==> src/rtl/note_pingpong_buffer_pkg.sv <==
// rtl/note_pingpong_buffer_pkg.sv - shared state encoding and lane-index width helper
package note_pingpong_buffer_pkg;

  localparam logic [1:0] ST_INIT  = 2'd0;
  localparam logic [1:0] ST_FILL  = 2'd1;
  localparam logic [1:0] ST_READY = 2'd2;
  localparam logic [1:0] ST_CLEAR = 2'd3;

  // Lane index width; never below one bit so index ports stay legal.
  function automatic int lane_w(input int n);
    return (n <= 2) ? 1 : $clog2(n);
  endfunction

endpackage

==> src/rtl/note_bank_ram.sv <==
// rtl/note_bank_ram.sv - single-clock lane RAM, one write port, one registered read port
module note_bank_ram #(
  parameter int DEPTH = 9,
  parameter int W     = 8,
  parameter int AW    = 4
) (
  input  logic          clk,
  input  logic          we,
  input  logic [AW-1:0] waddr,
  input  logic [W-1:0]  wdata,
  input  logic          re,
  input  logic [AW-1:0] raddr,
  output logic [W-1:0]  rdata
);

  logic [W-1:0] mem [DEPTH];

  // Non-reset storage; read data only changes on a read so it holds between requests.
  always_ff @(posedge clk) begin
    if (we) mem[waddr] <= wdata;
    if (re) rdata <= mem[raddr];
  end

endmodule

==> src/rtl/note_pingpong_buffer.sv <==
// rtl/note_pingpong_buffer.sv - double-buffered per-lane note Y store with frame-sync swap
module note_pingpong_buffer
  import note_pingpong_buffer_pkg::*;
#(
  parameter int NUM_LANES     = 9,
  parameter int Y_W           = 8,
  parameter bit CLEAR_ON_SWAP = 1'b1,
  parameter int MISS_W        = 8
) (
  input  logic                           clk,
  input  logic                           resetn,
  input  logic                           frame_sync,
  input  logic                           wr_valid,
  output logic                           wr_ready,
  input  logic [lane_w(NUM_LANES)-1:0]   wr_lane,
  input  logic [Y_W-1:0]                 wr_y,
  input  logic                           wr_done,
  input  logic                           rd_req,
  input  logic [lane_w(NUM_LANES)-1:0]   rd_lane,
  output logic                           rd_valid,
  output logic [Y_W-1:0]                 rd_y,
  output logic                           front_bank,
  output logic                           busy_clear,
  output logic [MISS_W-1:0]              missed_swaps
);

  localparam int              LW    = lane_w(NUM_LANES);
  localparam logic [LW:0]     LANES = (LW+1)'(NUM_LANES);
  localparam logic [LW-1:0]   LAST  = LW'(NUM_LANES - 1);

  logic [1:0]     state;
  logic [LW-1:0]  clr_cnt;
  logic           sel_q;
  logic           oob_q;
  logic           wr_in_range;
  logic           rd_in_range;
  logic [1:0]     we;
  logic [1:0]     re;
  logic [LW-1:0]  waddr;
  logic [Y_W-1:0] wdata;
  logic [Y_W-1:0] rdata0;
  logic [Y_W-1:0] rdata1;

  assign wr_in_range = {1'b0, wr_lane} < LANES;
  assign rd_in_range = {1'b0, rd_lane} < LANES;
  assign wr_ready    = (state == ST_FILL);
  assign busy_clear  = (state == ST_INIT) || (state == ST_CLEAR);

  // Write steering: INIT zeroes both banks, CLEAR zeroes the back bank, FILL writes the back bank.
  always_comb begin
    we    = 2'b00;
    waddr = clr_cnt;
    wdata = '0;
    case (state)
      ST_INIT:  we = 2'b11;
      ST_CLEAR: we = front_bank ? 2'b01 : 2'b10;
      ST_FILL: begin
        if (wr_valid && wr_in_range) begin
          we    = front_bank ? 2'b01 : 2'b10;
          waddr = wr_lane;
          wdata = wr_y;
        end
      end
      default: we = 2'b00;
    endcase
  end

  // The renderer only ever touches the front bank.
  assign re[0] = rd_req && rd_in_range && !front_bank;
  assign re[1] = rd_req && rd_in_range &&  front_bank;

  note_bank_ram #(.DEPTH(NUM_LANES), .W(Y_W), .AW(LW)) u_bank0 (
    .clk   (clk),
    .we    (we[0]),
    .waddr (waddr),
    .wdata (wdata),
    .re    (re[0]),
    .raddr (rd_lane),
    .rdata (rdata0)
  );

  note_bank_ram #(.DEPTH(NUM_LANES), .W(Y_W), .AW(LW)) u_bank1 (
    .clk   (clk),
    .we    (we[1]),
    .waddr (waddr),
    .wdata (wdata),
    .re    (re[1]),
    .raddr (rd_lane),
    .rdata (rdata1)
  );

  // Frame FSM: clear sweeps, fill, wait for frame sync to swap; counts unusable frame syncs.
  always_ff @(posedge clk or negedge resetn) begin
    if (!resetn) begin
      state        <= ST_INIT;
      clr_cnt      <= '0;
      front_bank   <= 1'b0;
      missed_swaps <= '0;
    end else begin
      case (state)
        ST_INIT, ST_CLEAR: begin
          if (clr_cnt == LAST) begin
            clr_cnt <= '0;
            state   <= ST_FILL;
          end else begin
            clr_cnt <= clr_cnt + 1'b1;
          end
        end
        ST_FILL: begin
          if (wr_done) state <= ST_READY;
        end
        ST_READY: begin
          if (frame_sync) begin
            front_bank <= ~front_bank;
            clr_cnt    <= '0;
            state      <= CLEAR_ON_SWAP ? ST_CLEAR : ST_FILL;
          end
        end
        default: state <= ST_INIT;
      endcase
      if (frame_sync && (state != ST_READY) && (missed_swaps != '1))
        missed_swaps <= missed_swaps + 1'b1;
    end
  end

  // Read bookkeeping: remember which bank and whether the lane was valid; hold between requests.
  always_ff @(posedge clk or negedge resetn) begin
    if (!resetn) begin
      rd_valid <= 1'b0;
      sel_q    <= 1'b0;
      oob_q    <= 1'b1;
    end else begin
      rd_valid <= rd_req;
      if (rd_req) begin
        sel_q <= front_bank;
        oob_q <= !rd_in_range;
      end
    end
  end

  assign rd_y = oob_q ? '0 : (sel_q ? rdata1 : rdata0);

endmodule

==> config.mk <==
export PLATFORM = sky130hd
export DESIGN_NAME = note_pingpong_buffer
export DESIGN_NICKNAME = d
export VERILOG_FILES = /design/src/rtl/note_pingpong_buffer_pkg.sv /design/src/rtl/note_bank_ram.sv /design/src/rtl/note_pingpong_buffer.sv
export SDC_FILE = /design/constraint.sdc
export NUM_CORES = 1
export LEC_CHECK = 0
export ABC_AREA = 0
export CORE_UTILIZATION = 40
export CTS_CLUSTER_DIAMETER = 150
export DETAILED_ROUTE_END_ITERATION = 10
export GPL_ROUTABILITY_DRIVEN = 0
export MAX_ROUTING_LAYER = met4
export PLACE_DENSITY_LB_ADDON = 0.1
export SLEW_MARGIN = 20
export SYNTH_ARGS = -nofsm -noshare
export SYNTH_HDL_FRONTEND = slang
export SYNTH_SLANG_ARGS = --single-unit
==> constraint.sdc <==
create_clock -name clk -period 3.9 [get_ports clk]
set_input_delay 0.39 -clock clk [delete_from_list [all_inputs] [get_ports clk]]
set_output_delay 0.39 -clock clk [all_outputs]
set_load 0.1 [all_outputs]
==> results by group <==
Status
  • Status: finished clean

Setup path
  • Startpoint types: flop
  • Critical-path cell list: inv_1, ha_1, nand2_1, nor2_1, mux2_2, nor2_1
  • CP dominant cell by count: nor2_1
  • Sum of buffers and inverters on the critical path: 1
  • Worst stage delay on the critical path: 0.61 ns
  • Crit-path slowest cell: nor2_1
  • CP Max Fanout: 12
  • Worst endpoint required time: 3.95 ns
  • Crit path max-delay family: simple AND/OR/NAND/NOR gates
  • Critical path endpoint category: flop
  • Worst endpoint data arrival time: 3.12 ns
  • WS Path Type: flop to flop

Final layout
  • Final Util: 48.7%
  • Layout Area Growth over Synthesis: 17.2%
  • Fillers: 1,488
  • N_diodes: 0
  • Final #Nets: 489
  • Layout cells sized above 1: 15.9%

Global routing
  • Initial antenna violation count: 0
  • Tot GR Track Use: 18.9%
  • First-pass GRT wire length: 24,000 um
  • Largest net degree at the start of global routing: 24
  • Vias in the first global route: 3,847
  • GR Overflow Total: 0

Yosys
  • Post-synthesis cell type count: 47
  • Compound-gate portion of the synthesized area: 4.48%
  • Post-synth net total: 433
  • Top cell type's share of synthesized area: 66.0%
  • Post-synthesis xor/xnor area fraction: 0.962%
  • Primary FF master, synth: edfxtp_1
  • Fraction of registers with async set/reset: 10.1%
  • Fraction of the mapped netlist area in simple logic gates: 5.76%
  • Sequential share of the synthesized area: 72.2%
  • YS warnings: 0
  • Yosys top cell by area: edfxtp_1
  • Post-synthesis sequential element count: 178
  • Mapped Cells: 404
  • Syn Area/Cell: 18.0 um^2
  • Top cells by area, synth: edfxtp_1 66%, mux4_2 7.7%, dfrtp_1 5.8%
  • Post-synth EDFFs: 160
  • Mux share of post-synthesis cell area: 12.5%
  • Post-Syn Area: 7280 um^2
  • Post-Synth Adder-Cell Area: 1.20%
  • Largest family of logic cells by synthesized area: multiplexers

Routing
  • Drt pass-1 iters: 5
  • Vias: 3,860
  • Residual DRC: 0
  • Wirelength, routed: 15,800 um
  • Mean routed wirelength per cell: 22.6 um
  • Routed Antenna Nets: 0
  • First DRT Iteration DRCs: 325
  • Vias per std cell: 5.53

CTS
  • CTS buffer count: 17
  • Clock Sinks: 178
  • H-tree Lvls: 4
  • Post-CTS sizing: 0
  • Clock transition at path regs: 0.06 ns
  • Worst skew pair latency: 0.42 ns
  • TritonCTS clock tree: yes
  • Clock Root Buffer: clkbuf_16
  • Setup repair bufs after CTS: 0
  • Maximum root-to-sink buffer count: 2
  • Hold_buf cts: 0

Floorplanning
  • Chip height: 137 um
  • Die ar.: 18,800 um^2
  • # IOs: 42
  • Initial Util: 41.5%
  • Placeable Area: 17,500 um^2
  • # rows: 48
  • Die X: 137 um

STA
  • Slew Limit Fails: 0
  • Final Cycle Share: 78.7%
  • Final Critical Period: 3.07 ns
  • Slew @ Worst Pin: 1.04 ns
  • Final setup fails: 0
  • Unrepaired setup endpoints after global routing: no
  • Sum Neg Setup Slack: 0 ns
  • Slew headroom: 30.7%
  • Worst setup skew after layout: 0.0120 ns
  • Final hold violation count: 0
  • Maximum clock rate: 326 MHz

Power and ir drop
  • Leak Pwr: 2.98 nW
  • Cell Pwr Density: 691 nW/um^2
  • Max VDD drop: 0.353 mV

Placed design
  • Detailed placer's ending HPWL: 10,700 um
  • # port buffers: 41

Job
  • Max cap viols: 0

Worst hold path
  • Hold Crit Class: input pin to asynchronous set/reset pin
[flip-flops by register name, indices dropped and copies added, names as in the netlist]
| name | flops |
|---|---|
| u_bank0.mem | 72 |
| u_bank1.rdata | 8 |
| sel_q | 1 |
| missed_swaps | 8 |
| oob_q | 1 |
| front_bank | 1 |
| state | 2 |
| u_bank1.mem | 72 |
| u_bank0.rdata | 8 |
| rd_valid | 1 |
| clr_cnt | 4 |
[synth_stat cells (2+ instances only)]
master    instances
xor2_1            6
a222oi_1         16
o211ai_1          2
o31a_1            4
nor2_1           34
inv_1            26
edfxtp_1        160
dfrtp_1          17
mux4_1            7
clkbuf_1          9
nor3b_1           3
nand2_1          13
mux2_2            3
ha_1              7
o22ai_1           3
nand3_1           5
or3_1             2
nor4_1            2
mux2i_1          13
nor3_1            2
mux4_2           25
buf_2             2
buf_6             3
nor2b_1           4
xnor2_1           2
and2_1            8
or4b_1            2
o21ai_0           4
nand3b_1          2
[final timing paths]
kind	slack [ns]	cells past startpoint	start	end
max	0.83	6	state[1]	u_bank0.mem[7][5]
min	0.48	1	resetn	rd_valid
max reg2reg	0.83	6	state[1]	u_bank0.mem[7][5]
min reg2reg	0.52	1	missed_swaps[5]	missed_swaps[5]
max in group asynchronous	2.85	1	resetn	clr_cnt[0]
min in group clk	0.52	1	missed_swaps[5]	missed_swaps[5]
[where the power goes]
part / switching, W / internal (W)
registers: 0.000182 / 0.00243
logic: 0.00116 / 0.000483
clock network: 0.000700 / 0.000942
[logic make-up (layout without fill, tap and decap cells)]
kind of cell | after synthesis | after routing
adders and majority gates | 7 | 7
buffers and inverters | 43 | 112
muxes | 48 | 48
DFF | 178 | 178
xor gates and xnor gates | 8 | 8
AOI/OAI and AO/OA | 37 | 37
and+or+nand+nor | 83 | 83
[cells in the final DEF (no fill, tap or decap), drive strengths merged, types with 3 or more instances in the layout]
cell and instances:
mux2i 13, o21ai 5, clkinv 6, a222oi 16, o22ai 3, o31a 4, mux2 3, edfxtp 160
nand2 13, xor2 6, buf 13, clkdlybuf4s50 41, and2 8, nand3 5, nor2b 4, clkinvlp 4
dfrtp 17, nor3b 3, clkbuf 19, mux4 32, nor2 34, inv 27, ha 7
[area by class of cell]
class / instances / area (um^2) / share of cell area, %
clock buffers: 19 / 433 / 5.07
clock inverters: 13 / 136 / 1.60
inverters: 26 / 97.6 / 1.14
multi-input cells: 183 / 1810 / 21.2
flip-flops and latches: 178 / 5260 / 61.6
well taps: 225 / 282 / 3.30
repair buffers: 54 / 520 / 6.10
[metrics by stage]
stage / setup slack [ns] / hold WS, ns / cells / power (W) / cell area, um^2
after floorplan: 0.821 / 0.0944 / 404 / 0.00380 / 7280
after global placement: 0.812 / 0.478 / 666 / 0.00428 / 7970
after detailed placement: 0.625 / 0.503 / 666 / 0.00430 / 7970
after CTS: 0.798 / 0.508 / 698 / 0.00595 / 8540
after global routing: 0.553 / 0.533 / 698 / 0.00614 / 8540
final: 0.829 / 0.478 / 698 / 0.00590 / 8540
[per-layer routing]
metal / GRT usage (%) / part of all wire, % / vias to the layer above
met2: 27.0 / 46 / 94
met3: 4.04 / 4.3 / 9
met4: 5.07 / 0.81 / 0
li1: - / - / 1718
met1: 27.4 / 49 / 2039
met5: - / 0 / -
[worst register-to-register path, stage by stage (launching register included)]
cell and delay, ns:
dfrtp_1 0.43, inv_1 0.12, ha_1 0.31, nand2_1 0.18
nor2_1 0.59, mux2_2 0.46, nor2_1 0.61
Note: power is estimated with default switching activity, not from simulation.
